**src/rtl/cnn_conv3x3_pe.sv**
```systemverilog
// cnn_conv3x3_pe: 3x3 valid-convolution PE with programmable kernel and bias,
// followed by ReLU, arithmetic shift and unsigned saturation.
module cnn_conv3x3_pe #(
  parameter int DATA_WIDTH   = 8,
  parameter int WIDTH        = 28,
  parameter int HEIGHT       = 28,
  parameter int WEIGHT_WIDTH = 8,
  parameter int ACC_WIDTH    = 22,
  parameter int OUT_WIDTH    = 8,
  parameter int SHIFT        = 4
) (
  input  logic                    clk,
  input  logic                    rst_n,
  input  logic                    cfg_we,
  input  logic [3:0]              cfg_addr,
  input  logic [ACC_WIDTH-1:0]    cfg_data,
  input  logic [9*DATA_WIDTH-1:0] window_in,
  input  logic                    valid_in,
  output logic                    in_ready,
  output logic [OUT_WIDTH-1:0]    pixel_out,
  output logic                    valid_out,
  input  logic                    out_ready,
  output logic                    frame_done,
  output logic                    busy
);
  localparam int PW = DATA_WIDTH + WEIGHT_WIDTH + 1;
  localparam int CW = $clog2(WIDTH);
  localparam int RW = $clog2(HEIGHT);
  logic [CW-1:0] col_q, col_d;
  logic [RW-1:0] row_q, row_d;
  logic signed [WEIGHT_WIDTH-1:0] w_q [9];
  logic signed [WEIGHT_WIDTH-1:0] w_d [9];
  logic signed [ACC_WIDTH-1:0] bias_q, bias_d;
  logic signed [PW-1:0] prod_q [9];
  logic signed [PW-1:0] prod_d [9];
  logic signed [ACC_WIDTH-1:0] sum_q, sum_d, sh;
  logic [OUT_WIDTH-1:0] pix_q, pix_d;
  logic v1_q, v2_q, v3_q, l1_q, l2_q, l3_q;
  logic in_frame_q, in_frame_d;
  logic adv, acc, cfg_ok, col_wrap, row_wrap, last, tag;
  assign adv        = !(v3_q && !out_ready);
  assign in_ready   = adv;
  assign acc        = valid_in && adv;
  assign busy       = in_frame_q || v1_q || v2_q || v3_q;
  assign cfg_ok     = cfg_we && !busy;
  assign col_wrap   = col_q == CW'(WIDTH - 1);
  assign row_wrap   = row_q == RW'(HEIGHT - 1);
  assign last       = col_wrap && row_wrap;
  assign tag        = row_q >= RW'(2) && col_q >= CW'(2);
  assign sh         = sum_q >>> SHIFT;
  assign pixel_out  = pix_q;
  assign valid_out  = v3_q;
  assign frame_done = v3_q && out_ready && l3_q;
  always_comb begin
    col_d = !acc ? col_q : col_wrap ? '0 : col_q + 1'b1;
    row_d = !(acc && col_wrap) ? row_q : row_wrap ? '0 : row_q + 1'b1;
    in_frame_d = acc ? !last : in_frame_q;
    bias_d = (cfg_ok && cfg_addr == 4'd9) ? $signed(cfg_data) : bias_q;
    // Products use the next-state taps so a same-cycle write is already visible
    for (int k = 0; k < 9; k++) begin
      w_d[k] = (cfg_ok && cfg_addr == 4'(k)) ? $signed(cfg_data[WEIGHT_WIDTH-1:0]) : w_q[k];
      prod_d[k] = PW'($signed({1'b0, window_in[k*DATA_WIDTH +: DATA_WIDTH]})) * PW'(w_d[k]);
    end
    sum_d = bias_q;
    for (int k = 0; k < 9; k++) sum_d = sum_d + ACC_WIDTH'(prod_q[k]);
    pix_d = sum_q[ACC_WIDTH-1] ? '0
          : (sh > ACC_WIDTH'(2**OUT_WIDTH - 1)) ? {OUT_WIDTH{1'b1}}
          : sh[OUT_WIDTH-1:0];
  end
  always_ff @(posedge clk or negedge rst_n) begin
    if (!rst_n) begin
      col_q <= '0;
      row_q <= '0;
      in_frame_q <= 1'b0;
      bias_q <= '0;
      for (int k = 0; k < 9; k++) begin
        w_q[k] <= '0;
        prod_q[k] <= '0;
      end
      sum_q <= '0;
      pix_q <= '0;
      {v1_q, v2_q, v3_q, l1_q, l2_q, l3_q} <= '0;
    end else begin
      col_q <= col_d;
      row_q <= row_d;
      in_frame_q <= in_frame_d;
      bias_q <= bias_d;
      w_q <= w_d;
      if (adv) begin
        prod_q <= prod_d;
        sum_q <= sum_d;
        pix_q <= pix_d;
        v1_q <= acc && tag;
        l1_q <= last;
        v2_q <= v1_q;
        l2_q <= l1_q;
        v3_q <= v2_q;
        l3_q <= l2_q;
      end
    end
  end
endmodule
```
**config.mk**
```make
export PLATFORM = sky130hd
export DESIGN_NAME = cnn_conv3x3_pe
export DESIGN_NICKNAME = d
export VERILOG_FILES = /design/src/rtl/cnn_conv3x3_pe.sv
export SDC_FILE = /design/constraint.sdc
export NUM_CORES = 2
export LEC_CHECK = 0
export BUFFER_PORTS_ARGS = -buffer_cell sky130_fd_sc_hd__clkbuf_2
export CAP_MARGIN = 25
export CORE_MARGIN = 2
export CORE_UTILIZATION = 55
export CTS_BUF_LIST = sky130_fd_sc_hd__clkbuf_4 sky130_fd_sc_hd__clkbuf_8
export DETAILED_ROUTE_END_ITERATION = 6
export PLACE_DENSITY = 0.73
export SLEW_MARGIN = 20
export SYNTH_ARGS = -nofsm -noshare
export SYNTH_HDL_FRONTEND = slang
export SYNTH_SLANG_ARGS = --single-unit
```
**constraint.sdc**
```tcl
create_clock -name clk -period 6.8 [get_ports clk]
set_input_delay 0.34 -clock clk [delete_from_list [all_inputs] [get_ports clk]]
set_output_delay 0.34 -clock clk [all_outputs]
set_load 0.005 [all_outputs]
```
==> run_results.csv <==
group,metric,value,unit
worst_setup_path,arrival,7000,ps
worst_setup_path,cp_slowest_cell,"mux2i_1",
placement,place.gp.congestion,0.904,
die,io_pins,115,
min_path,worstHoldStart,"window_in[56]",
placement,hpwl,66.5,mm
worst_setup_path,crit_fanout,8,
route,drc_errors,0,
worst_setup_path,slowest_delay,700,ps
timing,period_minus_slack,6420,ps
finish,post-route-util,0.608,
global_routing,grt_util_all_layers,0.270,
worst_setup_path,crit_top_cell,"fa_1",
logic_synthesis,yosysWarningCount,0,
worst_setup_path,cp.required,7390,ps
die,fp.dieArea,65900,sq um
finish,drive_above_1_share,0.0960,
min_path,min_path_type,"input port to flop",
logic_synthesis,synth_edf_count,0,
die,die_w,257,um
logic_synthesis,postSynthAreaPerCell,9.49,sq um
finish,syn_to_final_growth,9.13,%
logic_synthesis,netlist_area,35100,sq um
die,core-area,63100,sq um
worst_setup_path,crit_start,"v2_q$_DFFE_PN0N_",
worst_setup_path,cp_cell_sequence,"nor4_4, nand2_1, nor3_2, buf_4, nand2_2, mux2i_1, nor2b_1, fa_1, fa_1, fa_1, inv_1, fa_1, inv_1, ha_1, o21a_1, o31a_1, o211ai_1, a21oi_1, nor3_1, or4_1, nand3_1",
logic_synthesis,syn_nets,4701,
worst_setup_path,worst-setup-path-type,"flop to flop",
logic_synthesis,synth_cells,3701,
finish,fin_area,38300,sq um
clocking,path_clk_slew,60,ps
clocking,h-tree-depth,2,
outcome,status,"finished clean",
logic_synthesis,synthDistinctLibCells,64,
route,detail-route-antenna-nets,0,
timing,slew_viol_final,0,
global_routing,grt_max_degree,149,
power_and_ir_drop,power,12.8,mW
global_routing,overflow,0,
route,initialDrtViolationCount,1628,
power_and_ir_drop,vdd_drop_max,967,uV
timing,relSlewSlack,0.406,
global_routing,grt_first_pass_wirelength,141,mm
clocking,cts-root-buf,"clkbuf_8",
die,rows,92,
clocking,cts_setup_buffers,0,
timing,timing.hold.ws,33.5,ps
worst_setup_path,r2r_start,"v2_q$_DFFE_PN0N_",
timing,skew,35.3,ps
clocking,cts_buffers,56,
timing,setup_tns,0,ps
power_and_ir_drop,power_density,334,nW/um^2
die,initial_core_util,0.557,
logic_synthesis,ys_ff_latch,290,
route,drt-vias-per-instance,5.34,
placement,place_area,36800,sq um
clocking,cts_tree,"built",
logic_synthesis,ys.flop_type,"dfrtp_1",
clocking,clk_latency,680,ps
route,wirelength,84.4,mm
logic_synthesis,ys_seq_area_frac,0.207,
power_and_ir_drop,p_leak,21.0,nW
logic_synthesis,synthArstFlopShare,1.00,
timing,rsz0062_at_grt,"false",
timing,min_period_over_period,0.944,
placement,portBuffers,114,
timing,hold_violations,0,
timing,fmax,0.156,GHz
route,vias,25431,
clocking,clock_sinks,290,
global_routing,grt_pass1_vias,26803,
finish,final_net_count,4873,
global_routing,antenna_found_initial,4,
clocking,clockBufferDepth,3,
worst_setup_path,crit_path_end_kind,"flop",
timing,setup_violations,0,
die,die_h,257,um
timing,worst_slew_pin_slew,891,ps
route,dr.pass1.iters,5,
worst_setup_path,startpoint_type,"flop",
flow_run,cap_violations,0,
finish,fillers,5486,
route,post_drt_wl_per_cell,17.7,um
[state kept, by name, indices dropped and copies added, names as in the netlist]
signal and flops:
v2_q 1, in_frame_q 1, bias_q 22, pixel_out 8, col_q 5, l3_q 1, valid_out 1, v1_q 1
l1_q 1, prod_q 153, l2_q 1, row_q 5, sum_q 18, w_q 72
[kinds of logic after synthesis]
| logic type | after synthesis | share of synthesized area |
|---|---|---|
| buffers and inverters | 790 | 0.0845 |
| DFF | 290 | 0.207 |
| AOI/OAI and AO/OA | 401 | 0.0694 |
| xor gates and xnor gates | 109 | 0.0272 |
| muxes | 96 | 0.0301 |
| adders and majority gates | 897 | 0.423 |
| and+or+nand+nor | 1118 | 0.160 |
[synth_stat cells, drive strengths merged (6+ instances only)]
| cell | number | area, sq um |
|---|---|---|
| o31ai | 16 | 120 |
| and3 | 13 | 81.3 |
| a21o | 18 | 136 |
| or2 | 31 | 194 |
| mux2 | 72 | 811 |
| ha | 414 | 5180 |
| mux2i | 24 | 248 |
| a211oi | 10 | 75.1 |
| a21oi | 171 | 856 |
| a31oi | 9 | 71.3 |
| nor2b | 98 | 613 |
| o31a | 10 | 87.6 |
| o21ai | 83 | 415 |
| dfrtp | 290 | 7260 |
| inv | 732 | 2750 |
| o21bai | 21 | 169 |
| fa | 483 | 9670 |
| xnor2 | 61 | 534 |
| xor2 | 48 | 420 |
| clkbuf | 47 | 176 |
| nand2 | 344 | 1300 |
| o21a | 14 | 105 |
| nand2b | 20 | 125 |
| nor3 | 40 | 205 |
| and2 | 281 | 1760 |
| nand3 | 34 | 180 |
| nor2 | 208 | 781 |
| or4 | 6 | 45.0 |
| o211ai | 18 | 135 |
| buf | 10 | 41.3 |
| or3 | 19 | 119 |
[power breakdown]
| group | switching [mW] | internal [mW] | total, mW |
|---|---|---|---|
| combinational | 5.04 | 3.46 | 8.50 |
| clock | 0.849 | 1.11 | 1.96 |
| sequential | 0.257 | 2.09 | 2.35 |
[layout by cell type (no fill, tap or decap), drive strengths merged, types with 72 or more instances in the layout]
cell type | Yosys | final
a21oi | 171 | 171
clkbuf | 47 | 204
inv | 732 | 734
fa | 483 | 483
and2 | 281 | 281
mux2 | 72 | 72
nand2 | 344 | 344
ha | 414 | 414
dfrtp | 290 | 290
nor2 | 208 | 208
nor2b | 98 | 98
o21ai | 83 | 83
[worst max-delay path: cells and delay by family (launching register included)]
kind	cells	cell delay [ps]
AOI/OAI and AO/OA	4	640
DFF	1	420
and+or+nand+nor	8	1970
buffers and inverters	3	250
adders and majority gates	5	2350
muxes	1	700
[cell type report]
type,count,area (sq um),share of cell area
repair buffers,171,1100,0.0286
flip-flops and latches,290,7260,0.189
diodes,1,2.50,0.0000653
inverters,733,2760,0.0719
multi-input cells,2621,24900,0.650
well taps,846,1060,0.0276
clock buffers,91,1120,0.0292
clock inverters,12,114,0.00297
[stage by stage]
step / setup WS [ps] / std cells
after floorplan: 1280 / 3701
after global placement: 369 / 4637
after detailed placement: 318 / 4637
after CTS: 290 / 4763
after global routing: 9.12 / 4764
final: 383 / 4765
[path summary, 6_finish.rpt]
path	to	slack (ps)	depth (start not counted)
setup / recovery	prod_q[135]$_DFFE_PN0N_	380	21
hold / removal	prod_q[17]$_DFFE_PN0N_	30	3
setup reg to reg	prod_q[135]$_DFFE_PN0N_	380	21
hold reg to reg	l3_q$_DFFE_PN0N_	460	2
max in group asynchronous	w_q[55]$_DFF_PN0_	5240	3
min in group asynchronous	w_q[12]$_DFF_PN0_	240	2
[timing repair]
item | in CTS | in global routing
hold buffers | 23 | 0
resized for setup | 0 | 3
endpoints found under the setup margin | 0 | 3
endpoints found under the hold margin | 108 | 0
[routing by layer]
metal  track usage  up-vias  routed length, um
li1              -    11941                  -
met1         0.366    12675              36600
met2         0.441      646              40000
met3        0.0342      167               4350
met4         0.108        2               3490
met5             0        -                 16
(Power assumes the default switching activity.)
